--- config.mk ---
export PLATFORM = sky130hd
export DESIGN_NAME = row_window
export DESIGN_NICKNAME = d
export VERILOG_FILES = /design/src/rtl/row_window_pkg.sv /design/src/rtl/window_col_sum.sv /design/src/rtl/row_window.sv
export SDC_FILE = /design/constraint.sdc
export NUM_CORES = 1
export LEC_CHECK = 0
export ABC_AREA = 1
export CORE_MARGIN = 8
export CORE_UTILIZATION = 40
export DETAILED_ROUTE_END_ITERATION = 12
export GPL_TIMING_DRIVEN = 0
export MAX_ROUTING_LAYER = met4
export PLACE_DENSITY = 0.75
export SYNTH_ARGS = -nofsm -noshare
export SYNTH_HDL_FRONTEND = slang
export SYNTH_SLANG_ARGS = --single-unit
--- constraint.sdc ---
create_clock -name clock -period 10.1 [get_ports clock]
set_input_delay 1.515 -clock clock [delete_from_list [all_inputs] [get_ports clock]]
set_output_delay 1.515 -clock clock [all_outputs]
set_load 0.05 [all_outputs]
--- src/rtl/row_window_pkg.sv ---
// rtl/row_window_pkg.sv - shared state encodings, counter width and sum sizing for row_window
package row_window_pkg;

    typedef logic [1:0] state_t;

    localparam state_t ST_FILL  = 2'd0;
    localparam state_t ST_VALID = 2'd1;
    localparam state_t ST_STALL = 2'd2;

    localparam int COUNT_W = 16;

    // Width of an unsigned sum of win_rows words that cannot overflow.
    function automatic int sum_width(input int width, input int win_rows);
        return width + $clog2(win_rows);
    endfunction

endpackage

--- src/rtl/window_col_sum.sv ---
// rtl/window_col_sum.sv - unsigned sum of one window column across all WIN_ROWS rows
module window_col_sum
    import row_window_pkg::*;
#(
    parameter int WIDTH    = 32,
    parameter int WIN_ROWS = 3,
    parameter int SUM_W    = sum_width(WIDTH, WIN_ROWS)
) (
    input  logic [WIN_ROWS-1:0][WIDTH-1:0] col,
    output logic [SUM_W-1:0]               sum
);

    always_comb begin
        sum = '0;
        for (int i = 0; i < WIN_ROWS; i++) begin
            sum = sum + SUM_W'(col[i]);
        end
    end

endmodule

--- src/rtl/row_window.sv ---
// rtl/row_window.sv - sliding WIN_ROWS-row window over FIFO rows; ROW_WINDOW_SUM_EN adds per-column win_sum
module row_window
    import row_window_pkg::*;
#(
    parameter int WIDTH    = 32,
    parameter int ROW_SIZE = 3,
    parameter int WIN_ROWS = 3
) (
    input  logic                                         clock,
    input  logic                                         reset,
    input  logic [ROW_SIZE-1:0][WIDTH-1:0]               fifo_data,
    input  logic                                         fifo_empty,
    output logic                                         fifo_re,
    input  logic                                         flush,
    output logic [WIN_ROWS-1:0][ROW_SIZE-1:0][WIDTH-1:0] win_data,
    output logic                                         win_valid,
    input  logic                                         win_ready,
`ifdef ROW_WINDOW_SUM_EN
    output logic [ROW_SIZE-1:0][sum_width(WIDTH, WIN_ROWS)-1:0] win_sum,
`endif
    output logic [COUNT_W-1:0]                           win_count
);

    localparam int FILL_W = $clog2(WIN_ROWS + 1);

    typedef logic [ROW_SIZE-1:0][WIDTH-1:0] row_t;
    typedef row_t [WIN_ROWS-1:0]            window_t;

    state_t              state_q, state_d;
    logic [FILL_W-1:0]   fill_q, fill_d;
    window_t             win_q, win_d;
    logic [COUNT_W-1:0]  count_q, count_d;
    logic                pop;
    logic                hs;

    always_comb begin
        pop = !fifo_empty && !flush &&
              (state_q == ST_FILL || state_q == ST_STALL ||
               (state_q == ST_VALID && win_ready));
        hs  = (state_q == ST_VALID) && win_ready && !flush;

        state_d = state_q;
        fill_d  = fill_q;
        win_d   = win_q;
        count_d = count_q;

        if (flush) begin
            state_d = ST_FILL;
            fill_d  = '0;
            win_d   = '0;
            count_d = '0;
        end else begin
            if (pop) begin
                for (int i = 0; i < WIN_ROWS - 1; i++) begin
                    win_d[i] = win_q[i+1];
                end
                win_d[WIN_ROWS-1] = fifo_data;
            end
            if (hs) begin
                count_d = count_q + 1'b1;
            end
            case (state_q)
                ST_FILL: begin
                    if (pop) begin
                        fill_d = fill_q + 1'b1;
                        if (fill_q == FILL_W'(WIN_ROWS - 1)) begin
                            state_d = ST_VALID;
                        end
                    end
                end
                // Handshake without a replacement row leaves nothing to present.
                ST_VALID: begin
                    if (win_ready && !pop) begin
                        state_d = ST_STALL;
                    end
                end
                ST_STALL: begin
                    if (pop) begin
                        state_d = ST_VALID;
                    end
                end
                default: state_d = ST_FILL;
            endcase
        end
    end

    always_ff @(posedge clock or posedge reset) begin
        if (reset) begin
            state_q <= ST_FILL;
            fill_q  <= '0;
            win_q   <= '0;
            count_q <= '0;
        end else begin
            state_q <= state_d;
            fill_q  <= fill_d;
            win_q   <= win_d;
            count_q <= count_d;
        end
    end

    assign fifo_re   = pop;
    assign win_valid = (state_q == ST_VALID);
    assign win_data  = win_q;
    assign win_count = count_q;

`ifdef ROW_WINDOW_SUM_EN
    for (genvar c = 0; c < ROW_SIZE; c++) begin : g_col
        logic [WIN_ROWS-1:0][WIDTH-1:0] col;
        for (genvar r = 0; r < WIN_ROWS; r++) begin : g_row
            assign col[r] = win_q[r][c];
        end
        window_col_sum #(
            .WIDTH    (WIDTH),
            .WIN_ROWS (WIN_ROWS)
        ) u_col_sum (
            .col (col),
            .sum (win_sum[c])
        );
    end
`endif

endmodule

==> results of run 1 <==
[per-stage QoR]
step	power, mW	hold slack, ps	std cells	setup slack, ps	TNS, ps
after floorplan	1.70	484	1188	69.0	0
after global placement	1.93	464	1978	-3600	-1098890
after detailed placement	1.94	473	1980	4670	0
after CTS	3.22	491	2040	4670	0
after global routing	3.30	513	2042	4590	0
final	3.19	482	2042	4700	0
[synthesized netlist by cell type (3+ instances only)]
master	n
o21ai_0	159
clkbuf_1	8
nor2_1	37
o22ai_1	96
nand3_1	12
buf_4	13
buf_2	36
buf_6	4
o21ai_1	40
dfrtp_1	308
nand2_1	241
nand4_1	3
a21oi_1	5
inv_1	211
[final timing paths]
path,start,end,slack [ps],cells after the start
worst max-delay path,win_ready,fifo_re,4700,7
worst min-delay path,win_data[17]$_DFFE_PP0P_,win_data[17]$_DFFE_PP0P_,480,2
worst max register to register,state_q[0]$_DFFE_PP0P_,win_data[74]$_DFFE_PP0P_,8110,6
worst min register to register,win_data[17]$_DFFE_PP0P_,win_data[17]$_DFFE_PP0P_,480,2
max in group asynchronous,reset,win_count[4]$_DFFE_PP0P_,7180,4
min in group asynchronous,reset,win_data[144]$_DFFE_PP0P_,1490,2
[area by class of cell]
| type | count | area, um^2 |
|---|---|---|
| Clock buffer | 50 | 1020 |
| Buffer | 63 | 360 |
| Multi-Input combinational cell | 603 | 2820 |
| Timing Repair Buffer | 408 | 4120 |
| Tap cell | 384 | 480 |
| Inverter | 214 | 811 |
| Clock inverter | 10 | 130 |
| Antenna cell | 2 | 5.00 |
| Sequential cell | 308 | 7710 |
| Fill cell | 2420 | 11300 |
[flip-flops by register name, indices dropped and copies added, names as in the netlist]
| signal | cells |
|---|---|
| win_data | 288 |
| win_count | 16 |
| fill_q | 2 |
| state_q | 2 |
[logic make-up (layout without fill, tap and decap cells)]
logic type / count (synthesis) / after routing / synth area share, %
DFF: 308 / 308 / 65.9
adders and majority gates: 2 / 2 / 0.214
AOI/OAI and AO/OA: 302 / 302 / 14.0
buffers and inverters: 277 / 745 / 9.95
and+or+nand+nor: 299 / 299 / 9.94
other: 0 / 2 / 0
[power by group]
| part | total, mW | switching (mW) | internal, mW |
|---|---|---|---|
| combinational | 0.588 | 0.405 | 0.183 |
| clock | 1.27 | 0.486 | 0.780 |
| sequential | 1.33 | 0.0357 | 1.30 |
[per-layer routing]
| layer | up-vias | wire length [um] |
|---|---|---|
| li1 | 4675 | - |
| met4 | 0 | 2020 |
| met2 | 410 | 19400 |
| met1 | 4973 | 16400 |
| met3 | 109 | 3110 |
| met5 | - | 0 |
[worst reg2reg max path, cell delays in order (launching register included)]
cell and delay [ps]:
dfrtp_1 450, nand3_2 200, nand2_1 90, nand2_2 130, buf_2 370, buf_1 490
o21ai_1 130
==> flow_summary_export.csv, run 1 <==
group,metric,value,unit
synthesis,syn_inst,1188,
floorplanning,start_util,40.6,%
critical_path,cp-start-kind,"primary input",
drt,wl,41000,um
global_routing,grt_pass1_vias,10950,
drt,via_per_inst,4.98,
drt,drtIter0Drc,623,
global_routing,globalRouteMet1Util,27.7,%
clocking,cts_tree,"yes",
drt,drt-pass1-iter-count,4,
sta,finalClockSkew,9.94,ps
place,gp_congestion,0.874,
sta,hold_viol,0,
place,port_buffers,406,
sta,period_needed,5400,ps
floorplanning,rows,62,
job,drv.max_cap_violation_count,0,
hold_path,hp-class,"flop to flop",
clocking,cts.sinks,308,
global_routing,grt_pass1_wl,63700,um
clocking,clk_pin_slew,60,ps
clocking,post-cts-setup-buffers,0,
sta,final_max_slew_viol_count,0,
floorplanning,die_w,187,um
critical_path,cpMostUsedCell,"clkdlybuf4s50_1",
critical_path,critPathArrivalTime,3890,ps
critical_path,cp_top_family,"buffers and inverters",
clocking,cts_root_buf,"clkbuf_16",
drt,wl_per_cell,20.1,um
status,outcome,"completed",
sta,rsz0062_at_grt,"no",
synthesis,async_flop_share,100,%
critical_path,max_stage_delay,900,ps
cells_and_area,layout_common_cells,"406 x clkdlybuf4s50_1, 308 x dfrtp_1, 241 x nand2_1",
critical_path,path_class,"primary input to primary output",
clocking,cts_hold_buffers,0,
sta,fmax,0.185,GHz
clocking,cts_resized,0,
critical_path,required,8590,ps
global_routing,gr-usage-met2,38.0,%
drt,routed-via-count,10167,
critical_path,crit_fanout,10,
floorplanning,design.core.area,28800,um^2
sta,final-setup-viol-count,0,
floorplanning,dieArea,35000,um^2
floorplanning,ios,407,
synthesis,syn_area_per_cell,9.84,um^2
drt,ant_nets,0,
critical_path,cp_slowest_cell,"clkdlybuf4s50_1",
critical_path,worstSetupEndpointType,"primary output",
synthesis,synth-edff-count,0,
synthesis,synthFlopType,"dfrtp_1",
global_routing,groute.usage.overall,23.6,%
synthesis,yosys_warnings,0,
global_routing,antenna_found_initial,3,
critical_path,cp_num_buf_inv,4,
cells_and_area,area_growth_syn_to_layout,49.3,%
clocking,cts_buffers,34,
sta,fin_crit_sh,53.5,%
synthesis,syn_area,11700,um^2
sta,tightest_slew,663,ps
sta,relSlewSlack,55.8,%
global_routing,grt_overflow,0,
power_and_ir_drop,p_leak,7.61,nW
cells_and_area,final_layout_size_suffix_gt1_share,6.82,%
synthesis,yosys_register_bits,308,
clocking,clock_latency,500,ps
clocking,cts_htree_levels,2,
place,placedInstanceArea,16300,um^2
power_and_ir_drop,max-vdd-ir-drop,150,uV
cells_and_area,nets,1735,
synthesis,synth_top_cell_area_share,65.9,%
drt,drc,0,
cells_and_area,layout_commonest_cell,"clkdlybuf4s50_1",
synthesis,ys_types,24,
synthesis,yosysSeqAreaShare,65.9,%
place,dp_hpwl,30100,um
global_routing,met3_usage,6.11,%
cells_and_area,design_area,17500,um^2
clocking,cts_buffer_depth,3,
cells_and_area,fin_util,60.7,%
critical_path,crit_chain,"clkdlybuf4s50_1 -> nand3_2 -> nand2_1 -> nand2_2 -> inv_2 -> buf_2 -> clkdlybuf4s50_1",
global_routing,grt-busiest-layer,"met2",
synthesis,synth_fp_nets,1291,
power_and_ir_drop,p_per_area,182,nW/um^2
global_routing,grt_max_degree,122,
synthesis,synth_top_area_cell,"dfrtp_1",
synthesis,synth_area_leaders,"dfrtp_1 66%, nand2_1 7.7%, o21ai_0 6.8%, inv_1 6.8%, o22ai_1 5.1%",
floorplanning,fp.dieH,187,um
Power figures use the tool's default switching activity.
==> run 2, diff against run 1 <==
- PLACE_DENSITY: 0.75 -> 0.72
- clock period: 10.1 -> 5.7 ns (I/O delays scaled with it)
==> run 2 against run 1 <==
  * Clock-buffer cell count is 3 lower
  * Critical endpoint unchanged
  * Register-to-register slack got worse by 4400 ps
  * Combinational power increased by 79%
  * Clock skew fell by 1.2 ps
  * Critical path depth did not move
==> flow_summary_export.csv, run 2 (synthesized netlist as in run 1, its figures left out) <==
group,metric,value,unit
critical_path,crit_fanout,10,
sta,fin_ws,1570,ps
cells_and_area,area_growth_syn_to_layout,50.3,%
floorplanning,start_util,40.6,%
floorplanning,fp.dieH,187,um
critical_path,reg2reg_depth,6,
power_and_ir_drop,p_per_area,324,nW/um^2
cells_and_area,largest_reg_flops,288,
hold_path,hp-start,"win_data[51]$_DFFE_PP0P_",
sta,setup-tns-final,0,ps
drt,drc,0,
drt,wl_per_cell,20.0,um
drt,drtIter0Drc,652,
sta,fmax,0.242,GHz
clocking,cts_htree_levels,2,
power_and_ir_drop,max-vdd-ir-drop,209,uV
critical_path,critPathArrivalTime,3280,ps
sta,period_needed,4130,ps
global_routing,grt_overflow,0,
clocking,cts_buffer_depth,3,
sta,relSlewSlack,59.9,%
place,dp_hpwl,30600,um
global_routing,grt_max_degree,45,
place,port_buffers,406,
global_routing,grt_pass1_wl,63300,um
place,dp_worst_setup_slack,1530,ps
drt,via_per_inst,4.96,
global_routing,globalRouteMet1Util,27.5,%
sta,fin_crit_sh,72.5,%
drt,routed-via-count,10163,
cells_and_area,layout_common_cells,"406 x clkdlybuf4s50_1, 308 x dfrtp_1, 241 x nand2_1",
critical_path,cp-start-kind,"primary input",
hold_path,hp-class,"flop to flop",
clocking,cts_resized,0,
power_and_ir_drop,p_leak,7.67,nW
clocking,cts_hold_buffers,0,
global_routing,gr-usage-met2,37.8,%
global_routing,grt_pass1_vias,10622,
clocking,cts_buffers,34,
sta,hold_viol,0,
critical_path,cp-startpoint,"win_ready",
place,gp_congestion,0.861,
critical_path,critical_path.reg2reg.startpoint,"state_q[0]$_DFFE_PP0P_",
critical_path,path_class,"primary input to primary output",
status,outcome,"completed",
clocking,cts_tree,"yes",
job,drv.max_cap_violation_count,0,
sta,rsz0062_at_grt,"no",
floorplanning,dieArea,35000,um^2
clocking,clk_pin_slew,60,ps
cells_and_area,final_layout_size_suffix_gt1_share,7.17,%
clocking,cts_root_buf,"clkbuf_16",
floorplanning,ios,407,
cells_and_area,fin_util,61.1,%
clocking,clock_latency,510,ps
global_routing,groute.usage.overall,23.6,%
sta,final_max_slew_viol_count,0,
critical_path,worstSetupEndpointType,"primary output",
cells_and_area,nets,1741,
clocking,cts.sinks,308,
hold_path,hold_path_depth,2,
floorplanning,die_w,187,um
global_routing,antenna_found_initial,4,
drt,ant_nets,0,
drt,wl,41000,um
sta,finalClockSkew,8.76,ps
floorplanning,design.core.area,28800,um^2
global_routing,met3_usage,7.23,%
cells_and_area,layout_commonest_cell,"clkdlybuf4s50_1",
clocking,post-cts-setup-buffers,0,
floorplanning,rows,62,
critical_path,required,4850,ps
global_routing,grt-busiest-layer,"met2",
sta,final-setup-viol-count,0,
sta,tightest_slew,600,ps
drt,drt-pass1-iter-count,7,
==> run 2: cell count changes in the layout (fill, tap and decap cells not counted), sizes merged <==
cell    change
inv         -1
bufinv      +1
clkbuf      -3
buf         +6
diode       +2
==> run 2: report_power, final <==
part / switching (mW) / internal, mW
Sequential: 0.0618 / 2.30
Combinational: 0.721 / 0.331
Clock: 0.869 / 1.42
==> run 2: path summary, 6_finish.rpt <==
| check | to | slack [ps] |
|---|---|---|
| max in group asynchronous | win_data[127]$_DFFE_PP0P_ | 3670 |
| min in group asynchronous | win_data[186]$_DFFE_PP0P_ | 720 |
| max | fifo_re | 1570 |
| max reg2reg | win_data[74]$_DFFE_PP0P_ | 3680 |
| min reg2reg | win_data[51]$_DFFE_PP0P_ | 480 |
| min | win_data[51]$_DFFE_PP0P_ | 480 |
==> run 2: worst max-delay path, cell delays in order <==
cell and delay, ps:
clkdlybuf4s50_1 490, nand3_2 180, nand2_1 130, nand2_2 100, inv_2 260, buf_2 350
clkdlybuf4s50_1 900
==> run 2: layout make-up <==
| cell class | count | area [um^2] |
|---|---|---|
| Fill cell | 2414 | 11200 |
| Sequential cell | 308 | 7710 |
| Timing Repair Buffer | 414 | 4220 |
| Multi-Input combinational cell | 603 | 2820 |
| Clock buffer | 47 | 1010 |
| Inverter | 214 | 807 |
| Tap cell | 384 | 480 |
| Buffer | 63 | 360 |
| Clock inverter | 10 | 156 |
| Antenna cell | 4 | 10.0 |
==> run 2: metrics by stage <==
step                      cells  power, mW  hold slack, ps  area (um^2)
final                      2047       5.70             484        17600
after global routing       2046       5.90             503        17600
after CTS                  2043       5.75             486        17600
after detailed placement   1986       3.45             472        16400
after global placement     1978       3.43             464        16200
after floorplan            1188       3.01             484        11700
==> run 2: metal layers <==
metal / share of wire [%] / vias up / wire [um]
li1: - / 4690 / -
met1: 40 / 4952 / 16400
met2: 48 / 410 / 19500
met3: 8.0 / 111 / 3270
met4: 4.5 / 0 / 1860
met5: 0 / - / 0
==> run 3, diff against run 2 <==
- clock period: 5.7 -> 4 ns (I/O delays scaled with it)
==> results of run 3 <==
The final DEF is identical to that of run 2. Status: completed.
Among the figures that moved: setup slack after placement 1530 ps -> 343 ps; clock-pin slew on the worst setup and hold paths 60 ps -> 70 ps; setup slack after layout 1570 ps -> 377 ps; hold slack 484 ps -> 470 ps; register-to-register setup slack 3680 ps -> 1980 ps; total power 5.70 mW -> 8.12 mW; worst IR drop on VDD 209 uV -> 297 uV
